**src/rtl/div_pkg.sv**
```systemverilog
// Shared types and defaults for the sequential 48/24 restoring divider.
package div_pkg;

  localparam int W_DEF = 24;
  localparam int CNT_W = $clog2(2 * W_DEF);

  typedef enum logic [1:0] {
    IDLE,
    RUN,
    DONE
  } div_state_t;

endpackage

```
**src/rtl/sub_w1bit.sv**
```systemverilog
// (W+1)-bit subtractor; no_borrow doubles as the unsigned a >= b compare.
module sub_w1bit #(
  parameter int W = 24
) (
  input  logic [W:0] a,
  input  logic [W:0] b,
  output logic [W:0] diff,
  output logic       no_borrow
);

  logic borrow;

  assign {borrow, diff} = {1'b0, a} - {1'b0, b};
  assign no_borrow      = ~borrow;

endmodule

```
**src/rtl/div48by24_seq.sv**
```systemverilog
// Sequential restoring divider, 2W-bit dividend by W-bit divisor, one quotient bit per clock.
// Optional sticky output (|remainder) enabled by defining DIV48BY24_STICKY_EN.
module div48by24_seq
  import div_pkg::*;
#(
  parameter int W = W_DEF
) (
  input  logic           clk,
  input  logic           rst_n,
  input  logic           start,
  input  logic [2*W-1:0] dividend,
  input  logic [W-1:0]   divisor,
  output logic           busy,
  output logic           done,
  output logic [2*W-1:0] quotient,
  output logic [W-1:0]   remainder,
`ifdef DIV48BY24_STICKY_EN
  output logic           sticky,
`endif
  output logic           div_by_zero
);

  localparam int CW = $clog2(2 * W);

  div_state_t     state_q, state_d;
  logic [2*W-1:0] q_q;
  logic [W-1:0]   d_q;
  logic [W-1:0]   r_q;
  logic [CW-1:0]  cnt_q;
  logic [2*W-1:0] quotient_q;
  logic [W-1:0]   remainder_q;
  logic           dbz_q;

  logic [W:0]     t;
  logic [W:0]     diff;
  logic           no_borrow;
  logic [W-1:0]   r_next;
  logic [2*W-1:0] q_next;
  logic           unused_diff_msb;

  assign t = {r_q, q_q[2*W-1]};

  sub_w1bit #(.W(W)) u_sub (
    .a         (t),
    .b         ({1'b0, d_q}),
    .diff      (diff),
    .no_borrow (no_borrow)
  );

  // When the subtraction is taken, T < 2D so the difference fits in W bits.
  assign unused_diff_msb = diff[W];
  assign r_next = no_borrow ? diff[W-1:0] : t[W-1:0];
  assign q_next = {q_q[2*W-2:0], no_borrow};

  always_ff @(posedge clk) begin
    if (!rst_n) state_q <= IDLE;
    else        state_q <= state_d;
  end

  always_comb begin
    state_d = state_q;
    case (state_q)
      IDLE:    if (start) state_d = (divisor == '0) ? DONE : RUN;
      RUN:     if (cnt_q == '0) state_d = DONE;
      DONE:    state_d = IDLE;
      default: state_d = IDLE;
    endcase
  end

  always_ff @(posedge clk) begin
    if (!rst_n) begin
      q_q         <= '0;
      d_q         <= '0;
      r_q         <= '0;
      cnt_q       <= '0;
      quotient_q  <= '0;
      remainder_q <= '0;
      dbz_q       <= 1'b0;
    end else begin
      case (state_q)
        IDLE: begin
          if (start) begin
            if (divisor != '0) begin
              q_q   <= dividend;
              d_q   <= divisor;
              r_q   <= '0;
              cnt_q <= CW'(2 * W - 1);
              dbz_q <= 1'b0;
            end else begin
              quotient_q  <= '1;
              remainder_q <= '0;
              dbz_q       <= 1'b1;
            end
          end
        end
        RUN: begin
          q_q   <= q_next;
          r_q   <= r_next;
          cnt_q <= cnt_q - 1'b1;
          if (cnt_q == '0) begin
            quotient_q  <= q_next;
            remainder_q <= r_next;
          end
        end
        default: ;
      endcase
    end
  end

`ifdef DIV48BY24_STICKY_EN
  logic sticky_q;

  always_ff @(posedge clk) begin
    if (!rst_n)
      sticky_q <= 1'b0;
    else if (state_q == IDLE && start && divisor == '0)
      sticky_q <= 1'b0;
    else if (state_q == RUN && cnt_q == '0)
      sticky_q <= |r_next;
  end

  assign sticky = sticky_q;
`endif

  assign busy        = (state_q != IDLE);
  assign done        = (state_q == DONE);
  assign quotient    = quotient_q;
  assign remainder   = remainder_q;
  assign div_by_zero = dbz_q;

endmodule

```
**config.mk**
```make
export PLATFORM = sky130hd
export DESIGN_NAME = div48by24_seq
export DESIGN_NICKNAME = d
export VERILOG_FILES = /design/src/rtl/div_pkg.sv /design/src/rtl/sub_w1bit.sv /design/src/rtl/div48by24_seq.sv
export SDC_FILE = /design/constraint.sdc
export NUM_CORES = 1
export LEC_CHECK = 0
export ABC_AREA = 1
export CAP_MARGIN = 10
export CORE_ASPECT_RATIO = 0.75
export CORE_UTILIZATION = 55
export DETAILED_ROUTE_END_ITERATION = 8
export PLACE_DENSITY_LB_ADDON = 0.2
export SYNTH_ARGS = -nofsm -noshare
export SYNTH_HDL_FRONTEND = slang
export SYNTH_SLANG_ARGS = --single-unit
```
**constraint.sdc**
```tcl
create_clock -name clk -period 6.2 [get_ports clk]
set_clock_uncertainty 0.15 [all_clocks]
set_input_delay 1.24 -clock clk [delete_from_list [all_inputs] [get_ports clk]]
set_output_delay 1.24 -clock clk [all_outputs]
set_load 0.01 [all_outputs]
```
After elaboration in Yosys (flattened, before gate mapping)
Cells that the tools add are included.
- output and inout bits: 75
- input bits: 75
- word-level logic and storage cells: 51
- register bits after elaboration: 177
- reduce and logical (&&, ||, !) cells: 11
- equality and inequality tests: 6
- multiplexer cells: 23
- add/sub/neg operators: 2
- bitwise operators: 1
- operators by type and width (cell ; count):
    $mux W48 ; 5
    $pmux W48 S2 ; 2
    $mux W24 ; 6
    $pmux W24 S2 ; 2
    $sub A25 B24 Y26 ; 1
    $logic_not A24 Y1 ; 1
    $reduce_bool A24 Y1 ; 1
    $mux W6 ; 2
    $pmux W6 S2 ; 1
    $ne A2 B2 Y1 const B ; 4
    $logic_not A6 Y1 ; 1
    $mux W2 ; 3
    $reduce_and A3 Y1 ; 2
    $sub A6 B1 Y6 const B ; 1
    $pmux W2 S2 ; 1
    $reduce_and A2 Y1 ; 2
    $reduce_and A4 Y1 ; 1
    $reduce_bool A2 Y1 ; 2
    $eq A2 B1 Y1 const B ; 1
    $eq A2 B2 Y1 const B ; 1
    $logic_not A2 Y1 ; 1
    $mux W1 ; 1
    $not A1 Y1 ; 1

Depth between registers and ports, before layout
Gate-level depths: netlist of run 1.
- word-level depth: 4
- mapped depth: 17
- mapped depth without buffers: 16

Hierarchy
A second synthesis of run 1 with hierarchy kept.
- cells, all modules: 1555
- area total of the unflattened synthesis: 9898.2 µm²
- modules (own cells, without submodules) (module ; instances ; cells each ; seq. area each (µm²) ; area an instance (µm²)):
    div48by24_seq ; 1 ; 1139 ; 3543.4 ; 7898.8
    sub_w1bit ; 1 ; 416 ; 0.0 ; 1999.4

Worst setup path before layout of run 1
OpenSTA, ideal clock, no wires.
- path type: input -> register
- from: input port divisor[22]
- to: register q_q[3]
- cell stages on the path: 9
- data required time: 5903 ps
- library setup time: 147 ps
- setup slack: 3483 ps
- arrival time: 2420 ps
- path through: or2_2 > nor3_1 > nand3_1 > nand2_1 > nand2_1 > buf_4 > buf_2 > nor2_1 > a211oi_2
- word-level cells in the longest chain between the ends: 3
- RTL lines (element ; RTL line ; source):
    start, declared ; div48by24_seq.sv:12 ; input logic [W-1:0] divisor,
    $reduce_bool A24 Y1 ; div48by24_seq.sv:83 ; if (divisor != '0) begin
    $ne A2 B2 Y1 (no source line) ; -- ;
    $reduce_and A3 Y1 (no source line) ; -- ;
    end signal, assigned ; div48by24_seq.sv:84 ; q_q <= dividend;
    end signal, assigned ; div48by24_seq.sv:97 ; q_q <= q_next;
    end, declared ; div48by24_seq.sv:26 ; logic [2*W-1:0] q_q;
No other way between the ends.
A chain may end at the register's enable or synchronous reset.

Worst setup path in the final report of run 1
- from: input port divisor[6]
- to: register remainder_q[12], in the netlist remainder[12]
- word-level cells in the longest chain between the ends: 3
- RTL lines (element ; RTL line ; source):
    $reduce_bool A24 Y1 ; div48by24_seq.sv:83 ;
    $ne A2 B2 Y1 (no source line) ; -- ;
    $reduce_and A4 Y1 (no source line) ; -- ;
    end signal, assigned ; div48by24_seq.sv:102 ; remainder_q <= r_next;
    end, declared ; div48by24_seq.sv:31 ; logic [W-1:0] remainder_q;
No other way between the ends.

==> reports/results.tsv, run 1 <==
metric	value	unit
outcome	finished clean	
dpl cell area	11040	µm²
Detail Placement HPWL	16.93	mm
CTS root buffer	clkbuf_16	
post-CTS sizing	0	
pre-CTS setup slack	1.922	ns
io pins	150	
Post-Route Setup TNS	0	ns
post-synth cell types	36	
initial antenna violation count	0	
number of synthesized flops with an enable pin	0	
DRT Pass-1 Iters	5	
H-Tree Depth	4	
Synth async-reset ratio	0	
Tightest Pin Transition	1.077	ns
Max-cap violations	0	
Max Root-Sink Buffers	2	
routability cong.	0.9259	
FF/Latch Area	3543	µm²
final setup violation count	0	
Post-Synthesis Cell Area	9587	µm²
Multi-input gate area	4995	µm²
Worst-Skew Late Latency	0.43	ns
cts bufs inserted	17	
Critical Path Source Type	primary input	
gr usage total	0.2756	
Ys Warns	0	
PnR worst setup slack	2.351	ns
crit path max fanout	61	
Initial Util	0.5663	
FILL cells	1481	
r2r setup slk	2.63	ns
CP Capture Type	flop	
final hold vios	0	
peak supply drop	0.1725	mV
Avg WL per Cell	14.33	µm
Clock transition at path regs	0.07	ns
antenna diode count	0	
share of layout cells above drive strength 1	0.1167	
Max-slew headroom	0.2818	
remaining global-route overflow	0	
RSZ-0062 raised after global routing	no	
hold buffer count at CTS	0	
Max Clock Freq	259.8	MHz
slowest stage delay, CP	0.48	ns
Design Power	3.286	mW
Mean Syn Cell Area	6.952	µm²
WL final	24.56	mm
Seq/Total Area, Yosys	0.3696	
Post-DRT Antenna Nets	0	
vias per cell	5.209	
Hold WC Path Type	flop to flop	
core area	16930	µm²
Gate Count Post-Synth	1379	
die area	17970	µm²
hold path depth	2	
FP Rows	41	
syn nets	1481	
critical path's slowest cell	clkinv_2	
crit-path most repeated cell	nand2_1	
Setup CP Type	primary input to flop	
first-pass GRT wire length	39.19	mm
CP Data Arrival Time	4.08	ns
DR iter-0 viols	684	
CP required	6.43	ns
die width	154.5	µm
clk sink count	177	
port bufs	149	
residual DRC count	0	
nets	1588	
Final Max Tran Viols	0	
Die H	116.3	µm
fin crit period	3.849	ns
number of global-route vias before repair	7851	
fin crit share	0.6208	
crit path cell chain	clkdlybuf4s50_1, or2_1, nor3_1, nand3_1, nand2_1, nand2_1, buf_4, clkinv_2, buf_12, nor2_1, nor2_1, nand2_1, inv_1	
final core area utilization	0.6882	
area delta synth->final	21.54	%
Seq cells post-synth	177	
P_leak	5.422	nW
final instance area	11650	µm²
total power density per cell area	282.0	nW/µm²
buffers inserted by post-CTS timing repair	0	
via count	8929	
R2R cell count	7	
largest net degree at the start of global routing	73	
CTS tree	built	
Most used DFF post-synth	dfxtp_1	
logic make-up after synthesis:
family | synth area share
adders and majority gates | 0.03602
buffers and inverters | 0.1107
AOI/OAI and AO/OA | 0.1530
DFF | 0.3696
and+or+nand+nor | 0.3188
xor gates and xnor gates | 0.01188
state kept, by name, summed over array words and instances (netlist names):
signal       cells
q_q             48
quotient        48
d_q             24
r_q             24
remainder       24
cnt_q            6
state_q          2
div_by_zero      1
through the flow:
stage | cells | hold WS (ns)
floorplan | 1379 | 0.2775
global placement | 1682 | 0.2932
detailed placement | 1682 | 0.3051
CTS | 1714 | 0.3144
global route | 1714 | 0.3340
finish | 1714 | 0.3110
Yosys cell counts (all sizes together), types with 4 or more instances:
master,count,share of area
clkbuf,34,0.013
xor2,10,0.0091
nand2,313,0.13
nor2,216,0.091
o21ai,115,0.060
a21oi,54,0.028
inv,177,0.069
a211oi,46,0.060
nor3,4,0.0026
nand3,99,0.053
nand4,7,0.0046
buf,35,0.027
or2,53,0.035
ha,26,0.034
dfxtp,177,0.37
routing by layer:
metal | part of all wire | routed length, µm | global-route usage
met1 | 0.51 | 12480 | 0.4001
met2 | 0.42 | 10280 | 0.4145
met3 | 0.062 | 1514 | 0.05751
met4 | 0.012 | 292 | 0.07327
met5 | 0 | 0 | 0
worst paths after layout:
| check | to | startpoint |
|---|---|---|
| min | d_q[22]$_SDFFE_PN0P_ | d_q[22]$_SDFFE_PN0P_ |
| min reg2reg | d_q[22]$_SDFFE_PN0P_ | d_q[22]$_SDFFE_PN0P_ |
| max | remainder[12]$_SDFFE_PN0P_ | divisor[6] |
| max reg2reg | cnt_q[3]$_SDFFE_PN0P_ | state_q[0]$_SDFFE_PN0P_ |
critical path: cells and delay by family:
family | cells | cell delay [ns]
buf+inv | 5 | 1.54
simple gates | 8 | 1.23
report_power, final:
| part | switching (mW) | internal (mW) |
|---|---|---|
| sequential | 0.0565 | 1.25 |
| clock | 0.481 | 0.645 |
| combinational | 0.508 | 0.344 |
| total | 1.04 | 2.24 |
layout by cell type, fill, tap and decap left out, types with 7 or more instances in the layout:
master / n
o21ai_0: 107
o21ai_1: 8
nand2_4: 10
nand3_1: 96
nand4_1: 7
xor2_1: 10
nand2_1: 295
clkbuf_16: 17
inv_2: 7
dfxtp_1: 177
clkdlybuf4s50_1: 148
or2_2: 48
nor2_1: 208
ha_1: 26
nand2_2: 8
a21oi_1: 54
a211oi_2: 46
buf_4: 7
inv_1: 168
layout make-up:
cell class / count / area share
clock inverter: 13 / 0.01503
timing repair buffer: 157 / 0.1338
tap: 215 / 0.02309
multi-input combinational: 954 / 0.4287
inverter: 179 / 0.05810
clock buffer: 19 / 0.03716
sequential: 177 / 0.3041
(Power assumes the default switching activity.)
==> run 2: changes to the inputs <==
- clock period: 6.2 -> 3.81 ns (I/O delays scaled with it)
==> run 2 against run 1 <==
Effect of this change: clock-buffer cell count did not move; sequential share of layout area fell by 0.059 points; register-to-register slack got worse by 1.5 ns; non-clock buffer count rose by 2; power rose by 62%; cell area rose by 0.19%; critical endpoint is now q_q[22]$_SDFFE_PN0P_; largest power group unchanged.
==> reports/results.tsv, run 2 (same netlist as run 1, synthesis figures left out) <==
metric	value	unit
commonest non-fill, non-tap cell in the layout	nand2_1	
CP top delay family	simple AND/OR/NAND/NOR gates	
Final Max Tran Viols	0	
Post-DRT Antenna Nets	0	
port bufs	149	
Design Power	5.312	mW
core area	16930	µm²
critical path's slowest cell	clkdlybuf4s50_1	
outcome	finished clean	
worst r2r dst	r_q[16]$_SDFFE_PN0P_	
remaining global-route overflow	0	
Critical Path Source Type	primary input	
GR Layer Usage met2	0.4169	
Post-Route Setup TNS	0	ns
P_leak	5.430	nW
RR Startpoint	q_q[47]$_SDFFE_PN0P_	
DR iter-0 viols	728	
peak supply drop	0.3016	mV
crit path cell chain	clkdlybuf4s50_1, or2_1, nor3_1, nand3_1, nand2_1, nand2_4, buf_4, nor2_1, a211oi_2	
Max-cap violations	0	
CP Data Arrival Time	3.03	ns
Worst-Skew Late Latency	0.43	ns
DRT Pass-1 Iters	5	
largest net degree at the start of global routing	93	
routability cong.	0.9335	
R2R cell count	14	
antenna diode count	0	
Initial Util	0.5663	
nets	1590	
Setup CP Type	primary input to flop	
Die H	116.3	µm
crit path max fanout	62	
buffers inserted by post-CTS timing repair	0	
io pins	150	
residual DRC count	0	
most frequent cells in the layout	295 x nand2_1, 208 x nor2_1, 177 x dfxtp_1	
hold buffer count at CTS	0	
hold path endpoint	cnt_q[0]$_SDFFE_PN0P_	
RSZ-0062 raised after global routing	no	
via count	8903	
post-CTS sizing	0	
Max-slew headroom	0.3969	
share of layout cells above drive strength 1	0.1180	
final hold vios	0	
met3 Track Usage GR	0.05492	
CTS tree	built	
cts bufs inserted	17	
initial antenna violation count	0	
die width	154.5	µm
Clock transition at path regs	0.07	ns
Hold Path Origin	cnt_q[0]$_SDFFE_PN0P_	
grt met1 use	0.4065	
number of global-route vias before repair	7860	
CP required	3.95	ns
CTS root buffer	clkbuf_16	
area delta synth->final	21.77	%
die area	17970	µm²
FP Rows	41	
Top Usage Layer GRT	met2	
CP Capture Type	flop	
Max Clock Freq	346.0	MHz
H-Tree Depth	4	
WL final	24.42	mm
Tightest Pin Transition	0.9046	ns
vias per cell	5.191	
clk sink count	177	
slowest stage delay, CP	0.41	ns
fin crit period	2.890	ns
final setup violation count	0	
Hold WC Path Type	flop to flop	
total power density per cell area	455.0	nW/µm²
fin crit share	0.7587	
WP buf/inv	2	
r2r setup slk	1.11	ns
Avg WL per Cell	14.24	µm
Max Root-Sink Buffers	2	
gr usage total	0.2783	
first-pass GRT wire length	39.50	mm
Detail Placement HPWL	16.54	mm
hold path depth	1	
FILL cells	1532	
## run 2: cell types whose count changed in the layout (fill, tap and decap cells not counted), sizes merged
| cell | before | now |
|---|---|---|
| buf | 9 | 11 |
| bufinv | 3 | 2 |
| clkinv | 8 | 7 |
| clkinvlp | 0 | 1 |
## run 2: per-layer routing
layer | share of wire | vias up | wire, µm
met5 | 0 | - | 0
met4 | 0.011 | 0 | 275
met3 | 0.067 | 21 | 1631
met2 | 0.42 | 263 | 10320
met1 | 0.50 | 4041 | 12200
li1 | - | 4578 | -
## run 2: final cells by class
type                            count  area (µm²)  share of cell area
Clock buffer                       19       442.9             0.03794
Clock inverter                     12       147.6             0.01265
Inverter                          179       676.9             0.05798
Multi-Input combinational cell    954        4995              0.4279
Sequential cell                   177        3543              0.3035
Tap cell                          215       269.0             0.02304
Timing Repair Buffer              159        1599              0.1370
## run 2: worst max-delay path by stage
stage,to,depth (start not counted),start,slack (ns)
2_1_floorplan,q_q[3]$_SDFFE_PN0P_,9,divisor[22],1.57
4_1_cts,q_q[22]$_SDFFE_PN0P_,9,divisor[6],0.94
3_3_place_gp,q_q[19]$_SDFFE_PN0P_,9,divisor[6],0.58
6_report,q_q[22]$_SDFFE_PN0P_,9,divisor[6],0.92
5_1_grt,r_q[20]$_SDFFE_PN0P_,11,divisor[6],0.82
3_5_place_dp,q_q[14]$_SDFFE_PN0P_,9,divisor[6],0.48
## run 2: power by group
group | total [mW] | internal, mW | switching (mW)
logic | 1.39 | 0.567 | 0.821
clock network | 1.80 | 0.999 | 0.796
registers | 2.13 | 2.04 | 0.0910
total | 5.31 | 3.60 | 1.71
## run 2: stage by stage
stage / instances / hold WS (ns) / setup slack, ns / utilization / area [µm²]
2_1_floorplan: 1379 / 0.2775 / 1.571 / - / 9587
3_3_place_gp: 1684 / 0.2933 / 0.5802 / 0.6547 / 11080
3_5_place_dp: 1684 / 0.2966 / 0.4838 / 0.6547 / 11080
4_1_cts: 1715 / 0.3117 / 0.9403 / 0.6896 / 11670
5_1_grt: 1715 / 0.3342 / 0.8233 / 0.6896 / 11670
6_report: 1715 / 0.3132 / 0.9195 / 0.6896 / 11670
==> run 3: changes to the inputs <==
- CORE_UTILIZATION: 55 -> 49
- clock period: 3.81 -> 2.6 ns (I/O delays scaled with it)
==> run 3 against run 2 <==
Effect of this change: non-clock buffer count is 35 higher; power is 48% higher; cell count is 4.0% higher; first-iteration DRC count is 3.6% higher; register-to-register slack worse by 0.94 ns; cell area is 4.5% higher; critical path depth is 2 higher; largest power group unchanged; highest routed layer unchanged.
==> reports/results.tsv, run 3 (same netlist as run 1, synthesis figures left out) <==
metric	value	unit
FP Rows	43	
first-pass GRT wire length	40.57	mm
final hold vios	0	
CTS tree	built	
beginning of the critical path	divisor[20]	
Final Max Tran Viols	0	
io pins	150	
DRT Pass-1 Iters	5	
crit path cell chain	clkdlybuf4s50_1, or2_1, nor3_1, buf_4, nand3_1, nand2_1, nand2_1, clkinv_2, buf_4, nand2_1, a21oi_1	
H-Tree Depth	4	
Max Clock Freq	401.4	MHz
crit-path most repeated cell	nand2_1	
Avg WL per Cell	14.30	µm
Setup CP Type	primary input to flop	
Die H	123.1	µm
port bufs	149	
slowest stage delay, CP	0.43	ns
gr usage total	0.2551	
nets	1626	
via count	9098	
die area	20130	µm²
antenna diode count	0	
Tightest Pin Transition	0.5329	ns
hold buffer count at CTS	0	
CP Capture Type	flop	
number of global-route vias before repair	8209	
Hold WC Path Type	flop to flop	
residual DRC count	0	
Detail Placement HPWL	17.86	mm
fin crit period	2.491	ns
outcome	finished clean	
commonest non-fill, non-tap cell in the layout	nand2_1	
area delta synth->final	27.23	%
final setup violation count	0	
non-filler cells in the finished layout	1784	
P_leak	5.660	nW
Post-DRT Antenna Nets	0	
Worst-Skew Late Latency	0.44	ns
fin crit share	0.9582	
CP required	2.81	ns
remaining global-route overflow	0	
DP Cell Count	1747	
share of layout cells above drive strength 1	0.1451	
DR iter-0 viols	754	
routability cong.	0.9501	
largest net degree at the start of global routing	93	
RR Startpoint	d_q[2]$_SDFFE_PN0P_	
die width	163.5	µm
clk sink count	177	
Initial Util	0.5091	
initial antenna violation count	0	
most frequent cells in the layout	292 x nand2_1, 207 x nor2_1, 177 x dfxtp_1	
total power density per cell area	646.6	nW/µm²
critical path's slowest cell	clkdlybuf4s50_1	
Max Root-Sink Buffers	2	
Clock transition at path regs	0.07	ns
vias per cell	5.100	
core area	18830	µm²
Max-slew headroom	0.6447	
CP Data Arrival Time	2.71	ns
crit path max fanout	22	
cts bufs inserted	17	
WL final	25.52	mm
CTS root buffer	clkbuf_16	
WP buf/inv	4	
Hold Path Origin	cnt_q[0]$_SDFFE_PN0P_	
peak supply drop	0.3673	mV
Max-cap violations	0	
Design Power	7.887	mW
Critical Path Source Type	primary input	
CP top delay family	simple AND/OR/NAND/NOR gates	
## run 3: cell count changes in the layout (fill, tap and decap cells not counted), moves of 2 or more
cell / change
buf_12: +14
clkinv_8: +2
inv_8: +2
ha_1: -3
buf_4: +21
clkinvlp_4: +2
nand2_2: +3
bufinv_16: -2
nand2_1: -3
ha_4: +2
## run 3: final cells by class
class	count	area, µm²
clock buffer	18	439.2
timing repair buffer	194	2037
sequential	177	3543
multi-input combinational	955	5047
clock inverter	14	143.9
inverter	179	676.9
tap	247	309.0
fill	1722	6634
## run 3: what timing repair did
action,4_1_cts,5_1_grt
gates cloned,0,1
gates resized for setup,5,3
pin swaps,0,4
setup endpoints to repair,7,49
setup buffers,0,4
## run 3: per-layer routing
| metal | wire length [µm] | up-vias | global-route usage |
|---|---|---|---|
| met5 | 0 | - | 0 |
| met4 | 303 | 0 | 0.06829 |
| met3 | 1623 | 26 | 0.04361 |
| met2 | 10440 | 266 | 0.3697 |
| met1 | 13150 | 4154 | 0.3853 |
| li1 | - | 4652 | - |
## run 3: stage by stage
step	hold WS [ns]	TNS, ns	area, µm²	setup slack [ns]	utilization
finish	0.3074	0	12200	0.1086	0.6477
CTS	0.3087	0	12100	0.002648	0.6427
floorplan	0.2775	0	9587	0.4521	-
detailed placement	0.2984	-36.83	11510	-0.3257	0.6110
global route	0.3365	-0.01205	12200	-0.009781	0.6477
global placement	0.2920	-25.46	11510	-0.2514	0.6110
## run 3: report_power, final
group / internal, mW / leakage [nW] / switching (mW)
combinational: 0.951 / 3.93 / 1.26
clock: 1.30 / 0.277 / 1.26
sequential: 2.98 / 1.46 / 0.131
total: 5.24 / 5.66 / 2.65
## run 3: path summary, 6_finish.rpt
| check | end | slack, ns | cells past startpoint |
|---|---|---|---|
| min | cnt_q[0]$_SDFFE_PN0P_ | 0.31 | 1 |
| max reg2reg | remainder[20]$_SDFFE_PN0P_ | 0.17 | 17 |
| max | quotient[42]$_SDFFE_PN0P_ | 0.11 | 11 |
| min reg2reg | cnt_q[0]$_SDFFE_PN0P_ | 0.31 | 1 |
